===== config.mk =====
export PLATFORM = sky130hd
export DESIGN_NAME = decoder_scan_sequencer
export DESIGN_NICKNAME = d
export VERILOG_FILES = /design/src/rtl/decoder_pkg.sv /design/src/rtl/dwell_counter.sv /design/src/rtl/decoder_scan_sequencer.sv
export SDC_FILE = /design/constraint.sdc
export NUM_CORES = 1
export LEC_CHECK = 0
export ABC_AREA = 1
export CORE_AREA = 2 2 69 45
export DETAILED_ROUTE_END_ITERATION = 6
export DIE_AREA = 0 0 71 47
export GPL_TIMING_DRIVEN = 0
export PLACE_DENSITY = 0.67
export RECOVER_POWER = 100
export REMOVE_ABC_BUFFERS = 1
export SETUP_SLACK_MARGIN = 0.1
export SLEW_MARGIN = 30
export SYNTH_ARGS = -nofsm -noshare
export SYNTH_HDL_FRONTEND = slang
export SYNTH_SLANG_ARGS = --single-unit

===== constraint.sdc =====
create_clock -name clk -period 1.78 [get_ports clk]
set_input_delay 0.356 -clock clk [delete_from_list [all_inputs] [get_ports clk]]
set_output_delay 0.356 -clock clk [all_outputs]
set_load 0.01 [all_outputs]

===== src/rtl/decoder_pkg.sv =====
// Shared types and constants for the decoder scan sequencer and its bench.
package decoder_pkg;

    localparam int unsigned DEF_SEL_W = 2;
    localparam int unsigned NUM_POS   = 2 ** DEF_SEL_W;

    typedef enum logic {
        IDLE = 1'b0,
        SCAN = 1'b1
    } state_e;

endpackage


===== src/rtl/dwell_counter.sv =====
// Per-position dwell counter: counts 0..limit, then pulses tc and wraps to 0.
module dwell_counter #(
    parameter int unsigned W = 8
) (
    input  logic         clk,
    input  logic         rst,
    input  logic         clear,
    input  logic         enable,
    input  logic [W-1:0] limit,
    output logic         tc
);

    logic [W-1:0] cnt_q;
    logic [W-1:0] cnt_d;

    always_comb begin
        cnt_d = cnt_q;
        tc    = 1'b0;
        if (clear) begin
            cnt_d = '0;
        end else if (enable) begin
            if (cnt_q == limit) begin
                tc    = 1'b1;
                cnt_d = '0;
            end else begin
                cnt_d = cnt_q + W'(1);
            end
        end
    end

    always_ff @(posedge clk) begin
        if (rst) cnt_q <= '0;
        else     cnt_q <= cnt_d;
    end

endmodule


===== src/rtl/decoder_scan_sequencer.sv =====
// Steps a select code through all decoder positions with a programmable dwell.
// Optional SCAN_PAUSE_EN adds a pause input that freezes the scan.
module decoder_scan_sequencer
    import decoder_pkg::*;
#(
    parameter int unsigned SEL_W   = DEF_SEL_W,
    parameter int unsigned DWELL_W = 8
) (
    input  logic               clk,
    input  logic               rst,
    input  logic               start,
    input  logic               stop,
    input  logic               oneshot,
    input  logic [DWELL_W-1:0] dwell,
`ifdef SCAN_PAUSE_EN
    input  logic               pause,
`endif
    output logic [SEL_W-1:0]   sel,
    output logic               sel_valid,
    output logic               busy,
    output logic               frame_done
);

    localparam logic [SEL_W-1:0] LAST_SEL = '1;

    state_e             state_q,       state_d;
    logic [SEL_W-1:0]   sel_q,         sel_d;
    logic               sel_valid_q,   sel_valid_d;
    logic               busy_q,        busy_d;
    logic               frame_done_q,  frame_done_d;
    logic               stop_pend_q,   stop_pend_d;
    logic [DWELL_W-1:0] dwell_lat_q,   dwell_lat_d;
    logic               oneshot_lat_q, oneshot_lat_d;

    logic pause_i;
    logic stop_now;
    logic cnt_clear;
    logic cnt_enable;
    logic pos_end;

`ifdef SCAN_PAUSE_EN
    assign pause_i = pause;
`else
    assign pause_i = 1'b0;
`endif

    // A stop arriving on the final cycle of a position still ends the scan there.
    assign stop_now   = stop_pend_q | stop;
    assign cnt_clear  = (state_q == IDLE);
    assign cnt_enable = (state_q == SCAN) && !pause_i;

    dwell_counter #(
        .W (DWELL_W)
    ) u_dwell_counter (
        .clk    (clk),
        .rst    (rst),
        .clear  (cnt_clear),
        .enable (cnt_enable),
        .limit  (dwell_lat_q),
        .tc     (pos_end)
    );

    always_comb begin
        state_d       = state_q;
        sel_d         = sel_q;
        sel_valid_d   = sel_valid_q;
        busy_d        = busy_q;
        frame_done_d  = 1'b0;
        stop_pend_d   = stop_pend_q;
        dwell_lat_d   = dwell_lat_q;
        oneshot_lat_d = oneshot_lat_q;

        case (state_q)
            IDLE: begin
                if (start && !stop) begin
                    state_d       = SCAN;
                    sel_d         = '0;
                    sel_valid_d   = 1'b1;
                    busy_d        = 1'b1;
                    stop_pend_d   = 1'b0;
                    dwell_lat_d   = dwell;
                    oneshot_lat_d = oneshot;
                end
            end
            SCAN: begin
                stop_pend_d = stop_now;
                if (pos_end) begin
                    frame_done_d = (sel_q == LAST_SEL);
                    if (stop_now || ((sel_q == LAST_SEL) && oneshot_lat_q)) begin
                        state_d     = IDLE;
                        sel_d       = '0;
                        sel_valid_d = 1'b0;
                        busy_d      = 1'b0;
                        stop_pend_d = 1'b0;
                    end else begin
                        sel_d = sel_q + SEL_W'(1);
                        if (sel_q == LAST_SEL) dwell_lat_d = dwell;
                    end
                end
            end
            default: begin
                state_d = IDLE;
            end
        endcase
    end

    always_ff @(posedge clk) begin
        if (rst) begin
            state_q       <= IDLE;
            sel_q         <= '0;
            sel_valid_q   <= 1'b0;
            busy_q        <= 1'b0;
            frame_done_q  <= 1'b0;
            stop_pend_q   <= 1'b0;
            dwell_lat_q   <= '0;
            oneshot_lat_q <= 1'b0;
        end else begin
            state_q       <= state_d;
            sel_q         <= sel_d;
            sel_valid_q   <= sel_valid_d;
            busy_q        <= busy_d;
            frame_done_q  <= frame_done_d;
            stop_pend_q   <= stop_pend_d;
            dwell_lat_q   <= dwell_lat_d;
            oneshot_lat_q <= oneshot_lat_d;
        end
    end

    assign sel        = sel_q;
    assign sel_valid  = sel_valid_q;
    assign busy       = busy_q;
    assign frame_done = frame_done_q;

endmodule


======== Word-level counts from Yosys, hierarchy flattened ========
Index checks and enable logic that the tools add are counted.
storage, ports and cells
  flip-flop bits (word level) ............. 23
  logic and storage cells ................. 53
cells by class
  add/sub/neg operators ................... 2
  equality and inequality tests ........... 7
  muxes and demuxes ....................... 23
  bitwise gates (word level) .............. 3
  reduce and logical (&&, ||, !) cells .... 10
operators by type and width
  cell                                                    number
  two-way mux 8 bit                                       4
  case mux 8 bit (2 select lines)                         1
  two-way mux 1 bit                                       11
  adder 8 x 1 -> 8 bit (second input constant)            1
  == test 8 bit                                           1
  inequality test 2 x 1 -> 1 bit (second input constant)  4
  two-way mux 2 bit                                       3
  case mux 1 bit (2 select lines)                         3
  OR reduction 3 bit                                      2
  case mux 2 bit (2 select lines)                         1
  AND reduction 2 bit                                     2
  AND reduction 4 bit                                     1
  AND reduction 3 bit                                     1
  adder 2 x 1 -> 2 bit (second input constant)            1
  == test 2 bit (second input constant)                   1
  logical AND 1 bit                                       2
  inequality test 2 bit (second input constant)           1
  NOT 1 bit                                               2
  zero test 1 bit                                         1
  logical OR 1 bit                                        1
  bitwise OR 1 bit                                        1

======== Depth between registers and ports, before layout ========
Gate-level depths: netlist (run 1).
  depth in word-level cells ............... 6
  gate-level depth with buffers ........... 11
  gate-level depth less buffers ........... 10

======== Cells and area by module ========
Synthesis (run 1) repeated with hierarchy kept, for this count alone.
unflattened totals
  cell total of the unflattened synthesis .. 172
  area total of the unflattened synthesis .. 1216.2 sq um
modules (own cells, without submodules)
  module                  instances  cells an instance  area each (sq um)
  decoder_scan_sequencer  1          93                 701.9
  dwell_counter           1          79                 514.2

======== Least setup slack after synthesis (run 1) ========
OpenSTA, ideal clock, no wires.
  kind .................................... reg-to-reg
  start point ............................. reg sel_q[0] (netlist: sel[0])
  end point ............................... reg dwell_lat_q[0]
  setup time .............................. 115 ps
  arrival ................................. 1328 ps
  data required time ...................... 1665 ps
  slack ................................... 337 ps
  cell stages (with the launch flop) ...... 9
  cells stage by stage .................... dfxtp_1 > ha_1 > inv_1 > o21ai_2 > o21ai_2 > clkbuf_4 > nand3_1 > nand2_1 > nor2_1
on the way
  cells in the longest elaborated chain, start to end .. 5
RTL lines
  element                          line                                                        source
  from (decl)                      decoder_scan_sequencer.sv:27                                logic [SEL_W-1:0] sel_q, sel_d;
  from (signal assigned)           decoder_scan_sequencer.sv:119                               sel_q <= sel_d;
  == test 2 bit *                  decoder_scan_sequencer.sv:89, decoder_scan_sequencer.sv:97
  logical AND 1 bit                decoder_scan_sequencer.sv:89                                if (stop_now || ((sel_q == LAST_SEL) && oneshot_lat_q)) begin
  logical OR 1 bit                 decoder_scan_sequencer.sv:89
  inequality test 2 bit (no line)  --
  AND reduction 4 bit (no line) *  --
  to (signal assigned)             decoder_scan_sequencer.sv:124                               dwell_lat_q <= dwell_lat_d;
  to (decl)                        decoder_scan_sequencer.sv:32                                logic [DWELL_W-1:0] dwell_lat_q, dwell_lat_d;
Every way passes the cells marked *; elsewhere a longest branch is shown, timed or not.
A chain may end at the register's enable or synchronous reset.

======== Final worst setup path (run 1) ========
  start point ............................. reg sel_q[0] (netlist: sel[0])
  end point ............................... out sel[0]
RTL lines
  element    line                          source
  to (decl)  decoder_scan_sequencer.sv:18  output logic [SEL_W-1:0] sel,
No word-level cell between the ends.

==> out/results.tsv, run 1 <==
stage	metric	value	unit
run_status	status	finished, final reports clean	
timing	skew final	0.00877	ns
die	floorplan die width	71	um
clock_tree	Clock transition at path regs	0.08	ns
global_routing	GRT Util Overall	16.0	%
die	Die Y-Extent	47	um
worst_setup_path	worst path buffer plus inverter count	1	
timing	Final TNS setup	0	ns
clock_tree	clock buffer depth	2	
timing	RSZ-0062 raised after global routing	no	
timing	final period utilization	92.1	%
synth	top cells by area, synth	dfxtp_1, nand2_1, inv_1, nor2_1, nand3_1	
global_routing	initial antenna violation count	0	
synth	Syn Inst Count	161	
synth	area leader, netlist	dfxtp_1	
synth	post-synthesis sequential element count	23	
clock_tree	CTS root buffer	clkbuf_8	
final_layout	Area growth syn-to-layout	20.3	%
global_routing	vias in the first global route	922	
final_layout	nets	193	
final_layout	final cell count without fillers	211	
die	area of the core	0.00272	mm^2
drt	DRT iter0 DRCs	66	
worst_setup_path	Max FO, Critical Path	4	
final_layout	ANT cells	0	
final_layout	final instance area	0.00138	mm^2
die	Starting Density	42.3	%
timing	final worst path period need	1.64	ns
placement	placed inst area	0.00131	mm^2
global_routing	largest net degree at the start of global routing	21	
flow_run	Max-Cap Viols	0	
placement	dpl hpwl	1800	um
synth	Netlist cell types	23	
placement	DP Cell Count	206	
final_layout	layout cells sized above 1	7.34	%
worst_setup_path	Crit-path slowest cell	dlygate4sd3_1	
power_and_ir_drop	Leak	0.000609	uW
die	row count	15	
drt	vias per cell	4.69	
clock_tree	CTS tree	yes	
clock_tree	CTS Sinks	23	
worst_setup_path	CP Cell Sequence	dlygate4sd3_1	
timing	final hold viol count	0	
synth	YS warnings	0	
worst_setup_path	CP Data Required Time	1.42	ns
clock_tree	CTS Buf Count	3	
timing	Slew Viols, Final	0	
drt	Routed Antenna Nets	0	
timing	Fmax achieved	610	MHz
die	Ports	18	
final_layout	commonest non-fill, non-tap cell in the layout	nand2_1	
worst_setup_path	Setup CP Type	register to primary output	
worst_hold_path	Hold Path Class	register to register	
global_routing	aggregate global routing overflow	0	
power_and_ir_drop	maximum vdd drop	0.403	mV
timing	Slew HR	73.3	%
synth	Syn Area/Cell	7.14	um^2
clock_tree	H-tree Lvls	1	
worst_setup_path	CP top delay family	buffers and inverters	
clock_tree	clock insertion delay at the later pin of the skew report	0.27	ns
power_and_ir_drop	Pwr Total	1140	uW
timing	Final Setup Violations	0	
die	DIE AREA	0.00334	mm^2
drt	total number of vias	990	
synth	mapped cell area	0.00115	mm^2
drt	first drt pass iteration count	4	
placement	# port buffers	17	
worst_setup_path	nature of the critical path endpoint	primary output	
worst_setup_path	Worst EP arrival	1.28	ns
drt	post-detailed-routing wire length	2340	um
placement	GP Congestion	0.754	
worst_setup_path	Worst setup SP type	register	
worst_setup_path	Largest stage delay, worst path	0.63	ns
global_routing	global-route wire length before repair	4030	um
power_and_ir_drop	P per Cell Area	821	mW/mm^2
drt	routed len/inst	11.1	um
synth	Yosys top cell area share	40.0	%
synth	Seq/Total Area, Yosys	40.0	%
final_layout	commonest non-fill, non-tap cells in the layout	nand2_1, inv_1, dfxtp_1	
drt	DRC	0	
timing	Slew @ Worst Pin	0.400	ns
power breakdown:
part / internal [uW] / switching [uW]
clock network: 160 / 172
logic: 102 / 125
registers: 548 / 29.2
registers in the layout, indices dropped and copies added (netlist names):
name                   count
sel                        2
cnt_enable                 1
oneshot_lat_q              1
u_dwell_counter.cnt_q      8
frame_done                 1
busy                       1
stop_pend_q                1
dwell_lat_q                8
area by class of cell:
cell class                 count  area, um^2
fill                         271        1340
multi-input combinational    107         552
tap                           34        42.5
sequential                    23         460
clock buffer                   4        45.0
timing repair buffer          18         190
inverter                      25        93.8
cells by family (layout without fill, tap and decap cells):
logic type | after synthesis | count (layout) | share of synthesized area [%]
adders and majority gates | 2 | 2 | 2.18
buffers and inverters | 31 | 47 | 12.4
and+or+nand+nor | 81 | 81 | 31.4
xor gates and xnor gates | 7 | 7 | 5.33
DFF | 23 | 23 | 40.0
AOI/OAI and AO/OA | 17 | 17 | 8.60
synthesized netlist by cell type:
cell / n
clkbuf_1: 1
dfxtp_1: 23
nor3b_1: 3
o21ai_0: 2
inv_2: 1
clkbuf_4: 1
a21oi_1: 11
nor2_2: 3
nand2_1: 36
xnor2_1: 4
nand2_2: 2
ha_1: 2
nand3_1: 12
nor2_1: 20
nand4_1: 2
inv_1: 24
nor3_1: 1
xor2_1: 3
a211oi_1: 1
buf_4: 2
o21ai_2: 3
buf_6: 2
nand3_2: 2
per-layer routing:
metal	share of wire [%]	global-route usage [%]
met1	52	21.0
met2	42	25.2
met3	3.7	5.36
met4	1.6	5.66
met5	0	0
stage by stage:
step                      utilization, %  hold WS, ns  setup slack [ns]
final                               50.9        0.487             0.141
after global routing                50.9        0.523            0.0684
after CTS                           49.9        0.491             0.124
after detailed placement            48.3        0.473            -0.142
after global placement              48.3        0.460            -0.116
after floorplan                        -        0.425             0.341
what timing repair did:
| action | in CTS | in global routing |
|---|---|---|
| gates resized for setup | 0 | 2 |
| hold buffers | 0 | 0 |
| setup endpoints to repair | 0 | 9 |
| buffers inserted | 0 | 1 |
path summary, 6_finish.rpt:
path | slack (ns) | cells after the start | startpoint | endpoint
min reg2reg | 0.49 | 1 | u_dwell_counter.cnt_q[0]$_SDFF_PP0_ | u_dwell_counter.cnt_q[0]$_SDFF_PP0_
max | 0.14 | 1 | sel[0]$_SDFFE_PP0P_ | sel[0]
max reg2reg | 0.27 | 8 | u_dwell_counter.cnt_q[5]$_SDFF_PP0_ | sel[1]$_SDFFE_PP0P_
min | 0.49 | 1 | u_dwell_counter.cnt_q[0]$_SDFF_PP0_ | u_dwell_counter.cnt_q[0]$_SDFF_PP0_
No activity file was read; power rests on OpenSTA's default activity.
==> run 2, diff against run 1 <==
- CAP_MARGIN: not set -> 5
- clock period: 1.78 -> 2 ns (I/O delays scaled with it)
==> run 2 against run 1 <==
Against the previous run: sequential power fell by 11%; setup slack improved by 0.098 ns; global-route usage did not move; critical path depth is 3 higher; critical path type is now input port to register; register-to-register slack better by 0.09 ns; clock power shrank 12%; hold slack is essentially flat; cell count shrank 0.47%; utilization is 1.2 points lower; largest power group unchanged; clock skew decreased by 0.0011 ns; count of clock-buffer cells in the layout unchanged.
==> out/results.tsv, run 2 (synthesis results as in run 1) <==
stage	metric	value	unit	change
drt	vias per cell	4.69		about the same
drt	post-detailed-routing wire length	2310	um	-1.2%
clock_tree	Setup Fix Bufs, Post-CTS	0		unchanged
timing	final hold viol count	0		unchanged
power_and_ir_drop	Leak	0.000596	uW	-2.0%
drt	DRT iter0 DRCs	61		-7.6%
timing	RSZ-0062 raised after global routing	no		
final_layout	final instance area	0.00135	mm^2	-2.4%
worst_setup_path	Max FO, Critical Path	11		+7
final_layout	Area growth syn-to-layout	17.5	%	
timing	Slew @ Worst Pin	0.599	ns	+0.200 ns
worst_setup_path	reg2reg start	sel[0]$_SDFFE_PP0P_		
final_layout	ANT cells	0		unchanged
clock_tree	H-tree Lvls	1		unchanged
power_and_ir_drop	clock network power share	29.3	%	about the same
drt	Routed Antenna Nets	0		unchanged
power_and_ir_drop	Flop pwr share	51.4	%	+0.6 points
clock_tree	Hold-fix buffers, CTS	0		unchanged
worst_hold_path	Hold EP	u_dwell_counter.cnt_q[0]$_SDFF_PP0_		
timing	Final Setup Violations	0		unchanged
timing	Fmax achieved	568	MHz	
timing	Final TNS setup	0	ns	unchanged
worst_setup_path	Worst EP arrival	1.95	ns	+0.67 ns
timing	Slew HR	60.0	%	-13 points
clock_tree	Clock transition at path regs	0.08	ns	about the same
clock_tree	clock insertion delay at the later pin of the skew report	0.27	ns	about the same
final_layout	nets	192		-0.52%
timing	final worst path period need	1.76	ns	
power_and_ir_drop	Pwr Total	998	uW	-12%
clock_tree	CTS root buffer	clkbuf_8		
worst_setup_path	Critical Path Start	rst		
power_and_ir_drop	P per Cell Area	739	mW/mm^2	-10%
worst_setup_path	R2R Path End	dwell_lat_q[1]$_SDFFE_PP0P_		
timing	skew final	0.00763	ns	-0.00115 ns
worst_setup_path	Reg2Reg Depth	7		-1
die	row count	15		unchanged
global_routing	vias in the first global route	922		unchanged
die	floorplan die width	71	um	unchanged
worst_setup_path	Worst setup SP type	input port		
worst_hold_path	Hold Path Class	register to register		
final_layout	commonest non-fill, non-tap cell in the layout	nand2_1		
die	area of the core	0.00272	mm^2	unchanged
power_and_ir_drop	switching share of total power	28.5	%	-0.17 points
power_and_ir_drop	Int Pwr	713	uW	-12%
drt	routed len/inst	11.0	um	-0.68%
clock_tree	CTS Sinks	23		unchanged
global_routing	aggregate global routing overflow	0		unchanged
placement	dpl hpwl	1800	um	unchanged
worst_setup_path	reg2reg setup slack	0.36	ns	+0.09 ns
worst_hold_path	hold path depth	1		unchanged
global_routing	initial antenna violation count	0		unchanged
die	DIE AREA	0.00334	mm^2	unchanged
final_layout	layout cells sized above 1	6.82	%	-0.53 points
worst_hold_path	Hold Startpoint	u_dwell_counter.cnt_q[0]$_SDFF_PP0_		
die	Starting Density	42.3	%	unchanged
placement	# port buffers	17		unchanged
timing	Slew Viols, Final	0		unchanged
worst_setup_path	nature of the critical path endpoint	register		
clock_tree	post-CTS sizing	0		unchanged
die	Ports	18		unchanged
timing	final period utilization	88.0	%	
drt	first drt pass iteration count	4		unchanged
power_and_ir_drop	combinational share of power	19.3	%	-0.7 points
global_routing	global-route wire length before repair	4030	um	unchanged
clock_tree	CTS tree	yes		
drt	DRC	0		unchanged
power_and_ir_drop	maximum vdd drop	0.358	mV	-11%
flow_run	Max-Cap Viols	0		unchanged
clock_tree	clock buffer depth	2		unchanged
clock_tree	CTS Buf Count	3		unchanged
die	Die Y-Extent	47	um	unchanged
power_and_ir_drop	switching power	285	uW	-13%
worst_setup_path	Setup CP Type	input port to register		
global_routing	GRT Util Overall	16.0	%	unchanged
final_layout	commonest non-fill, non-tap cells in the layout	nand2_1, inv_1, dfxtp_1		
drt	total number of vias	985		-0.51%
placement	GP Congestion	0.754		unchanged
global_routing	largest net degree at the start of global routing	21		unchanged
placement	placed inst area	0.00131	mm^2	unchanged
worst_setup_path	CP Data Required Time	2.18	ns	+0.76 ns
run_status	status	finished, final reports clean		
[run 2: final cells by class]
| type | instances | area (um^2) |
|---|---|---|
| clock buffer | 4 | 45.0 |
| timing repair buffer | 17 | 170 |
| inverter | 25 | 93.8 |
| tap | 34 | 42.5 |
| sequential | 23 | 460 |
| multi-input combinational | 107 | 539 |
| fill | 276 | 1370 |
[run 2: routing by layer]
layer	track usage [%]	part of all wire (%)	vias to the layer above	routed length, um
li1	-	-	529	-
met1	21.0	52	433	1190
met2	25.2	42	18	973
met3	5.36	4.7	5	109
met4	5.66	1.6	0	38
met5	0	0	-	0
[run 2: worst max-delay path by stage]
stage | end | cells past startpoint | slack [ns]
global placement | dwell_lat_q[4]$_SDFFE_PP0P_ | 7 | 0.06
detailed placement | dwell_lat_q[7]$_SDFFE_PP0P_ | 7 | 0.03
CTS | dwell_lat_q[1]$_SDFFE_PP0P_ | 7 | 0.32
finish | u_dwell_counter.cnt_q[3]$_SDFF_PP0_ | 4 | 0.24
floorplan | dwell_lat_q[0]$_SDFFE_PP0P_ | 7 | 0.56
global route | u_dwell_counter.cnt_q[4]$_SDFF_PP0_ | 4 | 0.08
[run 2: stage by stage]
stage / instances / hold slack (ns) / utilization, % / worst slack (ns)
floorplan: 155 / 0.441 / - / 0.561
global placement: 206 / 0.460 / 48.3 / 0.0600
detailed placement: 206 / 0.473 / 48.3 / 0.0337
CTS: 210 / 0.491 / 49.9 / 0.325
global route: 210 / 0.523 / 49.7 / 0.0782
finish: 210 / 0.487 / 49.7 / 0.239
[run 2: critical path, stage by stage]
cell and delay, ns:
dlygate4sd3_1 0.63, inv_1 0.32, nand3_1 0.33, nor3b_1 0.26
[run 2: power by group through the flow]
stage               Combinational [uW]  Sequential, uW  Clock [uW]
floorplan                          129             522           0
global placement                   194             522           0
detailed placement                 200             524           0
CTS                                201             513         303
global route                       219             517         320
finish                             193             513         293
